### src/rtl/ycrcb_pkg.sv
// Shared types, coefficient sets and clamp helper for the RGB -> YCrCb pipeline.
// Define YCRCB_FULL_RANGE_EN to select full-range coefficients instead of studio range.
package ycrcb_pkg;

    typedef logic signed [17:0] prod_t;
    typedef logic signed [8:0]  coef_t;

    localparam int LATENCY = 3;

    localparam coef_t STD_Y_R  =  9'sd66;
    localparam coef_t STD_Y_G  =  9'sd129;
    localparam coef_t STD_Y_B  =  9'sd25;
    localparam prod_t STD_Y_OF =  18'sd16;
    localparam coef_t STD_CB_R = -9'sd38;
    localparam coef_t STD_CB_G = -9'sd74;
    localparam coef_t STD_CB_B =  9'sd112;
    localparam prod_t STD_CB_OF = 18'sd128;
    localparam coef_t STD_CR_R =  9'sd112;
    localparam coef_t STD_CR_G = -9'sd94;
    localparam coef_t STD_CR_B = -9'sd18;
    localparam prod_t STD_CR_OF = 18'sd128;

    localparam coef_t FUL_Y_R  =  9'sd77;
    localparam coef_t FUL_Y_G  =  9'sd150;
    localparam coef_t FUL_Y_B  =  9'sd29;
    localparam prod_t FUL_Y_OF =  18'sd0;
    localparam coef_t FUL_CB_R = -9'sd43;
    localparam coef_t FUL_CB_G = -9'sd85;
    localparam coef_t FUL_CB_B =  9'sd128;
    localparam prod_t FUL_CB_OF = 18'sd128;
    localparam coef_t FUL_CR_R =  9'sd128;
    localparam coef_t FUL_CR_G = -9'sd107;
    localparam coef_t FUL_CR_B = -9'sd21;
    localparam prod_t FUL_CR_OF = 18'sd128;

`ifdef YCRCB_FULL_RANGE_EN
    localparam coef_t Y_R  = FUL_Y_R;
    localparam coef_t Y_G  = FUL_Y_G;
    localparam coef_t Y_B  = FUL_Y_B;
    localparam prod_t Y_OF = FUL_Y_OF;
    localparam coef_t CB_R = FUL_CB_R;
    localparam coef_t CB_G = FUL_CB_G;
    localparam coef_t CB_B = FUL_CB_B;
    localparam prod_t CB_OF = FUL_CB_OF;
    localparam coef_t CR_R = FUL_CR_R;
    localparam coef_t CR_G = FUL_CR_G;
    localparam coef_t CR_B = FUL_CR_B;
    localparam prod_t CR_OF = FUL_CR_OF;
`else
    localparam coef_t Y_R  = STD_Y_R;
    localparam coef_t Y_G  = STD_Y_G;
    localparam coef_t Y_B  = STD_Y_B;
    localparam prod_t Y_OF = STD_Y_OF;
    localparam coef_t CB_R = STD_CB_R;
    localparam coef_t CB_G = STD_CB_G;
    localparam coef_t CB_B = STD_CB_B;
    localparam prod_t CB_OF = STD_CB_OF;
    localparam coef_t CR_R = STD_CR_R;
    localparam coef_t CR_G = STD_CR_G;
    localparam coef_t CR_B = STD_CR_B;
    localparam prod_t CR_OF = STD_CR_OF;
`endif

    function automatic logic [7:0] clamp_u8(input prod_t v);
        if (v[17]) return 8'd0;
        if (|v[16:8]) return 8'hff;
        return v[7:0];
    endfunction

endpackage

### src/rtl/rgb_to_ycrcb_color_dot3.sv
// One output channel: registered products, rounded sum, then floor-shift,
// offset and clamp to 8 bits. Three register stages.
module color_dot3
    import ycrcb_pkg::*;
#(
    parameter coef_t K_R    = '0,
    parameter coef_t K_G    = '0,
    parameter coef_t K_B    = '0,
    parameter prod_t OFFSET = '0
) (
    input  logic       clk_i,
    input  logic       rst_i,
    input  logic [7:0] r_i,
    input  logic [7:0] g_i,
    input  logic [7:0] b_i,
    output logic [7:0] c_o
);

    prod_t      pr_q, pg_q, pb_q;
    prod_t      sum_q, sum_d;
    prod_t      val_d;
    logic [7:0] c_q, c_d;

    always_comb begin
        sum_d = pr_q + pg_q + pb_q + prod_t'(128);
        val_d = (sum_q >>> 8) + OFFSET;
        c_d   = clamp_u8(val_d);
    end

    always_ff @(posedge clk_i or posedge rst_i) begin
        if (rst_i) begin
            pr_q  <= '0;
            pg_q  <= '0;
            pb_q  <= '0;
            sum_q <= '0;
            c_q   <= '0;
        end else begin
            pr_q  <= prod_t'(K_R) * prod_t'({1'b0, r_i});
            pg_q  <= prod_t'(K_G) * prod_t'({1'b0, g_i});
            pb_q  <= prod_t'(K_B) * prod_t'({1'b0, b_i});
            sum_q <= sum_d;
            c_q   <= c_d;
        end
    end

    assign c_o = c_q;

endmodule

### src/rtl/rgb_to_ycrcb.sv
// BT.601 RGB -> YCrCb converter, 3-cycle latency, 1 pixel/clk, no backpressure.
// Build with YCRCB_FULL_RANGE_EN for full-range (JPEG) coefficients.
module rgb_to_ycrcb
    import ycrcb_pkg::*;
#(
    parameter int SIDEBAND_WIDTH = 21
) (
    input  logic                      clk_in,
    input  logic                      rst_in,
    input  logic                      valid_in,
    input  logic [7:0]                r_in,
    input  logic [7:0]                g_in,
    input  logic [7:0]                b_in,
    input  logic [SIDEBAND_WIDTH-1:0] sideband_in,
    output logic                      valid_out,
    output logic [7:0]                y_out,
    output logic [7:0]                cr_out,
    output logic [7:0]                cb_out,
    output logic [7:0]                r_out,
    output logic [7:0]                g_out,
    output logic [7:0]                b_out,
    output logic [SIDEBAND_WIDTH-1:0] sideband_out
);

    logic [LATENCY-1:0]        valid_q;
    logic [7:0]                r_q  [LATENCY];
    logic [7:0]                g_q  [LATENCY];
    logic [7:0]                b_q  [LATENCY];
    logic [SIDEBAND_WIDTH-1:0] sb_q [LATENCY];

    color_dot3 #(.K_R(Y_R), .K_G(Y_G), .K_B(Y_B), .OFFSET(Y_OF)) u_y (
        .clk_i(clk_in), .rst_i(rst_in),
        .r_i(r_in), .g_i(g_in), .b_i(b_in), .c_o(y_out)
    );

    color_dot3 #(.K_R(CB_R), .K_G(CB_G), .K_B(CB_B), .OFFSET(CB_OF)) u_cb (
        .clk_i(clk_in), .rst_i(rst_in),
        .r_i(r_in), .g_i(g_in), .b_i(b_in), .c_o(cb_out)
    );

    color_dot3 #(.K_R(CR_R), .K_G(CR_G), .K_B(CR_B), .OFFSET(CR_OF)) u_cr (
        .clk_i(clk_in), .rst_i(rst_in),
        .r_i(r_in), .g_i(g_in), .b_i(b_in), .c_o(cr_out)
    );

    // Delay lines kept in lockstep with the three arithmetic stages
    always_ff @(posedge clk_in or posedge rst_in) begin
        if (rst_in) begin
            valid_q <= '0;
            for (int i = 0; i < LATENCY; i++) begin
                r_q[i]  <= '0;
                g_q[i]  <= '0;
                b_q[i]  <= '0;
                sb_q[i] <= '0;
            end
        end else begin
            valid_q <= {valid_q[LATENCY-2:0], valid_in};
            r_q[0]  <= r_in;
            g_q[0]  <= g_in;
            b_q[0]  <= b_in;
            sb_q[0] <= sideband_in;
            for (int i = 1; i < LATENCY; i++) begin
                r_q[i]  <= r_q[i-1];
                g_q[i]  <= g_q[i-1];
                b_q[i]  <= b_q[i-1];
                sb_q[i] <= sb_q[i-1];
            end
        end
    end

    assign valid_out    = valid_q[LATENCY-1];
    assign r_out        = r_q[LATENCY-1];
    assign g_out        = g_q[LATENCY-1];
    assign b_out        = b_q[LATENCY-1];
    assign sideband_out = sb_q[LATENCY-1];

endmodule

### config.mk
export PLATFORM = sky130hd
export DESIGN_NAME = rgb_to_ycrcb
export DESIGN_NICKNAME = d
export VERILOG_FILES = /design/src/rtl/ycrcb_pkg.sv /design/src/rtl/rgb_to_ycrcb_color_dot3.sv /design/src/rtl/rgb_to_ycrcb.sv
export SDC_FILE = /design/constraint.sdc
export NUM_CORES = 1
export LEC_CHECK = 0
export CAP_MARGIN = 10
export CORE_AREA = 5 5 188 190
export DETAILED_ROUTE_END_ITERATION = 16
export DIE_AREA = 0 0 193 195
export PLACE_DENSITY = 0.66
export REMOVE_ABC_BUFFERS = 1
export SLEW_MARGIN = 20
export SYNTH_ARGS = -nofsm -noshare
export SYNTH_HDL_FRONTEND = slang
export SYNTH_SLANG_ARGS = --single-unit
### constraint.sdc
create_clock -name clk_in -period 10.2 [get_ports clk_in]
set_input_delay 1.02 -clock clk_in [delete_from_list [all_inputs] [get_ports clk_in]]
set_output_delay 1.02 -clock clk_in [all_outputs]
set_load 0.01 [all_outputs]
==> run summary <==
Internal power comes to 0.003605 W. The count of clock tree sinks came out at 292. The library cell used most frequently in the layout, excluding fill and tap cells, is dfrtp_1.

The fraction of the core area covered by cells at the end of the flow is 57.05%. The endpoint identified for the worst register-to-register timing path is u_cb.sum_q[17]$_DFF_PP0_. The x dimension of the die was 193 µm; the number of hold buffers added after cts was 0. The worst-margin pin slew works out to 0.8559 ns. The number of buffers added by the clock tree synthesis step is 34. Per report_power, the combinational group accounts for 49.8% of the total.

118 I/O pins were placed. The pre-antenna-repair detailed-routing pass consisted of 4 iterations. The setup path with the least slack is of type in -> reg. The core region is 33280 µm². The floorplan step defined a die boundary enclosing 37640 µm². The critical path required time came out at 10.64 ns. STA classifies the critical path endpoint as a flop. The synthesized design contains 292 register bits. The run finished with clean final reports. The clock network burns 21.7% of the power. Detailed placement finished with a half-perimeter wire length of 23.97 mm.

The die span in y works out to 195 µm. Across all register-to-register paths, the minimum setup slack is 6.93 ns. The largest fanout of any net on the critical path was 10. The switching fraction of total power was 36.87%; the vias after detailed routing was 9119. The number of enable flip-flop cells after synthesis is 0. Clock tree synthesis selected as its root buffer the cell clkbuf_16.

For the final-report setup violation count, the log shows 0. The tools report the leakage power figure as 9.284 nW. Critical path arrival: 5.47 ns. The worst hold path belongs to the class reg -> reg. Dividing the detail-routed via count by the number of cells gives 4.897.

Number of endpoints with negative hold slack in the final report: 0. The run gives 0 as the number of buffers added for setup after CTS. Synthesis handed over a netlist of 1281 instances. The number of antenna diodes in the final layout is 0. For this design the total switching power over the nets is 0.002105 W. From synthesis to final layout, the design area changed by 15.84%.

The cell count of the worst reg-to-reg path was 10; the final-report max-slew violation count was 0. The Yosys step of the flow raised 0 warnings. For this block, the initial DRC count from the detailed router was 330.

After clock tree synthesis, the clock-pin slew on the worst setup and hold paths is 0.06 ns. The final critical path takes up 49.30% of the cycle. The completed layout was analyzed and its total power is 0.005710 W.

Among all flip-flop cells after synthesis, the most frequent one is dfrtp_1. The run gives 3 as the maximum count of clock buffers along a single path. For this run, design rule violations remaining after detail routing come to 0. The first global-routing pass estimated 50.58 mm of wire. In the final timing run, aggregate negative setup slack is 0 ns. The logs give 1820 for the post-layout net count and 9687 for the number of global-route vias before repair. In this run the remaining antenna-violating nets after routing total 0. The layout has 2747 filler cells. The number of distinct library cells after synthesis is 57. The synthesized design spends more area on one cell type than any other, namely dfrtp_1. After global routing the overflow that remains totals 0. The run gives 2 as the level count of the clock H-tree.

Dividing the detail-routed wire length by the instance count gives 16.48 µm. For the finished layout, the period the worst path requires is 5.028 ns. The fraction of final layout cells with drive strength greater than 1 was 4.809%. Across the run, the number of max-cap violations was 0.

Sorting the synthesized cells by area gives the leading types as dfrtp_1 (45%), ha_1 (22%), fa_1 (12%), inv_1 (3.8%), xnor2_1 (3.4%). After detailed routing, the total wire length is 30.69 mm. The worst setup path startpoint was g_in[4]. In this run the tool buffered the top-level ports with 117 buffer cells.

The run gives 0.8520 as the final weighted congestion of routability-driven global placement. Proportion of synthesized chip area in sequential cells: 44.58%. The termination of the worst setup path was u_cb.pg_q[14]$_DFF_PP0_. At the later pin of the worst-skew pair, clock insertion delay measures 0.52 ns. The library cells used most frequently in the layout, excluding fill and tap cells, are dfrtp_1 (292), ha_1 (285), inv_1 (165), clkdlybuf4s50_1 (117), fa_1 (98). The initialized floorplan defines 67 standard-cell rows. The tools report the worst flop-to-flop path startpoint as u_cb.pg_q[6]$_DFF_PP0_. In the global route stage, overall resource usage came out at 16.90%.

STA classifies the critical path startpoint as an input pin. The starting density of the core was 49.25%; the share of flip-flops with an asynchronous set or reset after synthesis was 100.0%. Final hold analysis gives a worst-case slack of 0.3407 ns. For the final cell area excluding filler cells, the log shows 18990 µm².

The logs give 17810 µm² for the cell area after placement and 2 for the number of antenna violations at the first check in global routing. Headroom to the max-slew limit came out at 42.94%. For this design the ratio of total power to cell area is 300.7 nW/µm². The average size of a mapped cell is 12.80 µm², and the timing-limited maximum frequency is 198.9 MHz. TritonCTS built the clock tree.

Across the VDD grid, the largest voltage drop is 0.1519 mV. Entering global routing, the biggest net connects 170 pins. After clock tree synthesis, the repair step resized 0 gates. Largest clock skew in the final design: 0.01315 ns. Of the total power, registers draw 28.5%. Setup repair after global routing left no endpoint under its margin.

Cell area after technology mapping: 16390 µm². The share of the synthesized area in the top cell type works out to 44.58%.
-- cell families after synthesis --
kind of cell | after synthesis | share of synthesized area, %
DFF | 292 | 44.58
and+or+nand+nor | 124 | 3.626
xor gates and xnor gates | 86 | 4.595
buffers and inverters | 213 | 5.908
AOI/OAI and AO/OA | 182 | 7.503
muxes | 1 | 0.06869
adders and majority gates | 383 | 33.72
-- flip-flops by register name, summed over array words and instances, names as in the netlist --
signal,flops
u_cr.pb_q,13
u_y.pg_q,9
valid_q,3
b_out,8
u_y.pr_q,9
g_out,8
u_cr.pg_q,12
sideband_out,21
r_q,16
u_cb.pg_q,15
b_q,16
u_cb.sum_q,10
u_y.pb_q,10
u_cr.pr_q,10
u_cr.sum_q,10
sb_q,42
g_q,16
u_cb.pb_q,9
u_y.sum_q,10
u_cb.pr_q,13
u_cr.c_o,8
u_y.c_o,8
u_cb.c_o,8
r_out,8
-- power groups by stage --
stage               Clock [W]  Sequential, W  Combinational (W)
finish                0.00124        0.00163            0.00284
global route          0.00133        0.00166            0.00326
CTS                   0.00128        0.00163            0.00289
detailed placement          0        0.00165            0.00284
global placement            0        0.00165            0.00280
floorplan                   0        0.00162            0.00217
-- synthesized netlist by cell type, drive strengths merged (8+ instances only) --
master	n
inv	167
nand2	36
a21o	23
dfrtp	292
buf	45
o21ai	25
o21bai	10
fa	98
o21a	30
nor3	9
ha	285
a21oi	58
nor2b	8
xnor2	63
nor2	38
nand3	12
xor2	23
-- through the flow --
| stage | setup WS (ns) | instances |
|---|---|---|
| after global placement | 4.804 | 1801 |
| after floorplan | 1.118 | 1235 |
| after global routing | 4.944 | 1862 |
| final | 5.172 | 1862 |
| after detailed placement | 4.678 | 1801 |
| after CTS | 5.210 | 1862 |
-- worst min-delay path by stage --
| stage | from | to | slack (ns) | cells past startpoint |
|---|---|---|---|---|
| finish | g_q[13]$_DFF_PP0_ | g_out[5]$_DFF_PP0_ | 0.34 | 0 |
| global placement | sb_q[45]$_DFF_PP0_ | sb_q[24]$_DFF_PP0_ | 0.33 | 0 |
| global route | sb_q[58]$_DFF_PP0_ | sb_q[37]$_DFF_PP0_ | 0.35 | 0 |
| CTS | g_q[13]$_DFF_PP0_ | g_out[5]$_DFF_PP0_ | 0.34 | 0 |
| detailed placement | g_q[9]$_DFF_PP0_ | g_out[1]$_DFF_PP0_ | 0.33 | 0 |
| floorplan | b_q[8]$_DFF_PP0_ | b_out[0]$_DFF_PP0_ | 0.33 | 0 |
-- final cells by class --
class,instances,area (µm²),share of cell area (%)
tap,448,560.5,2.952
clock buffer,46,945.9,4.982
inverter,167,634.4,3.341
sequential,292,7307,38.48
multi-input combinational,776,8117,42.75
clock inverter,15,232.7,1.226
timing repair buffer,118,1191,6.273
-- worst max-delay path, cell delays in order --
cell and delay [ns]:
clkdlybuf4s50_1 0.75, inv_1 0.14, ha_1 0.38, inv_1 0.08
fa_1 0.49, fa_1 0.55, inv_1 0.05, fa_1 0.52
inv_1 0.04, ha_1 0.35, inv_1 0.08, o21bai_1 0.07
a21oi_1 0.27, o21ai_1 0.16, or4_1 0.42, nand4_1 0.11
-- metal layers --
| metal | GRT usage [%] | vias to the layer above | wire, µm |
|---|---|---|---|
| li1 | - | 4441 | - |
| met1 | 23.74 | 4494 | 14080 |
| met2 | 27.69 | 140 | 14770 |
| met3 | 2.661 | 44 | 1145 |
| met4 | 4.301 | 0 | 689 |
| met5 | 0 | - | 0 |
(Power assumes the default switching activity.)
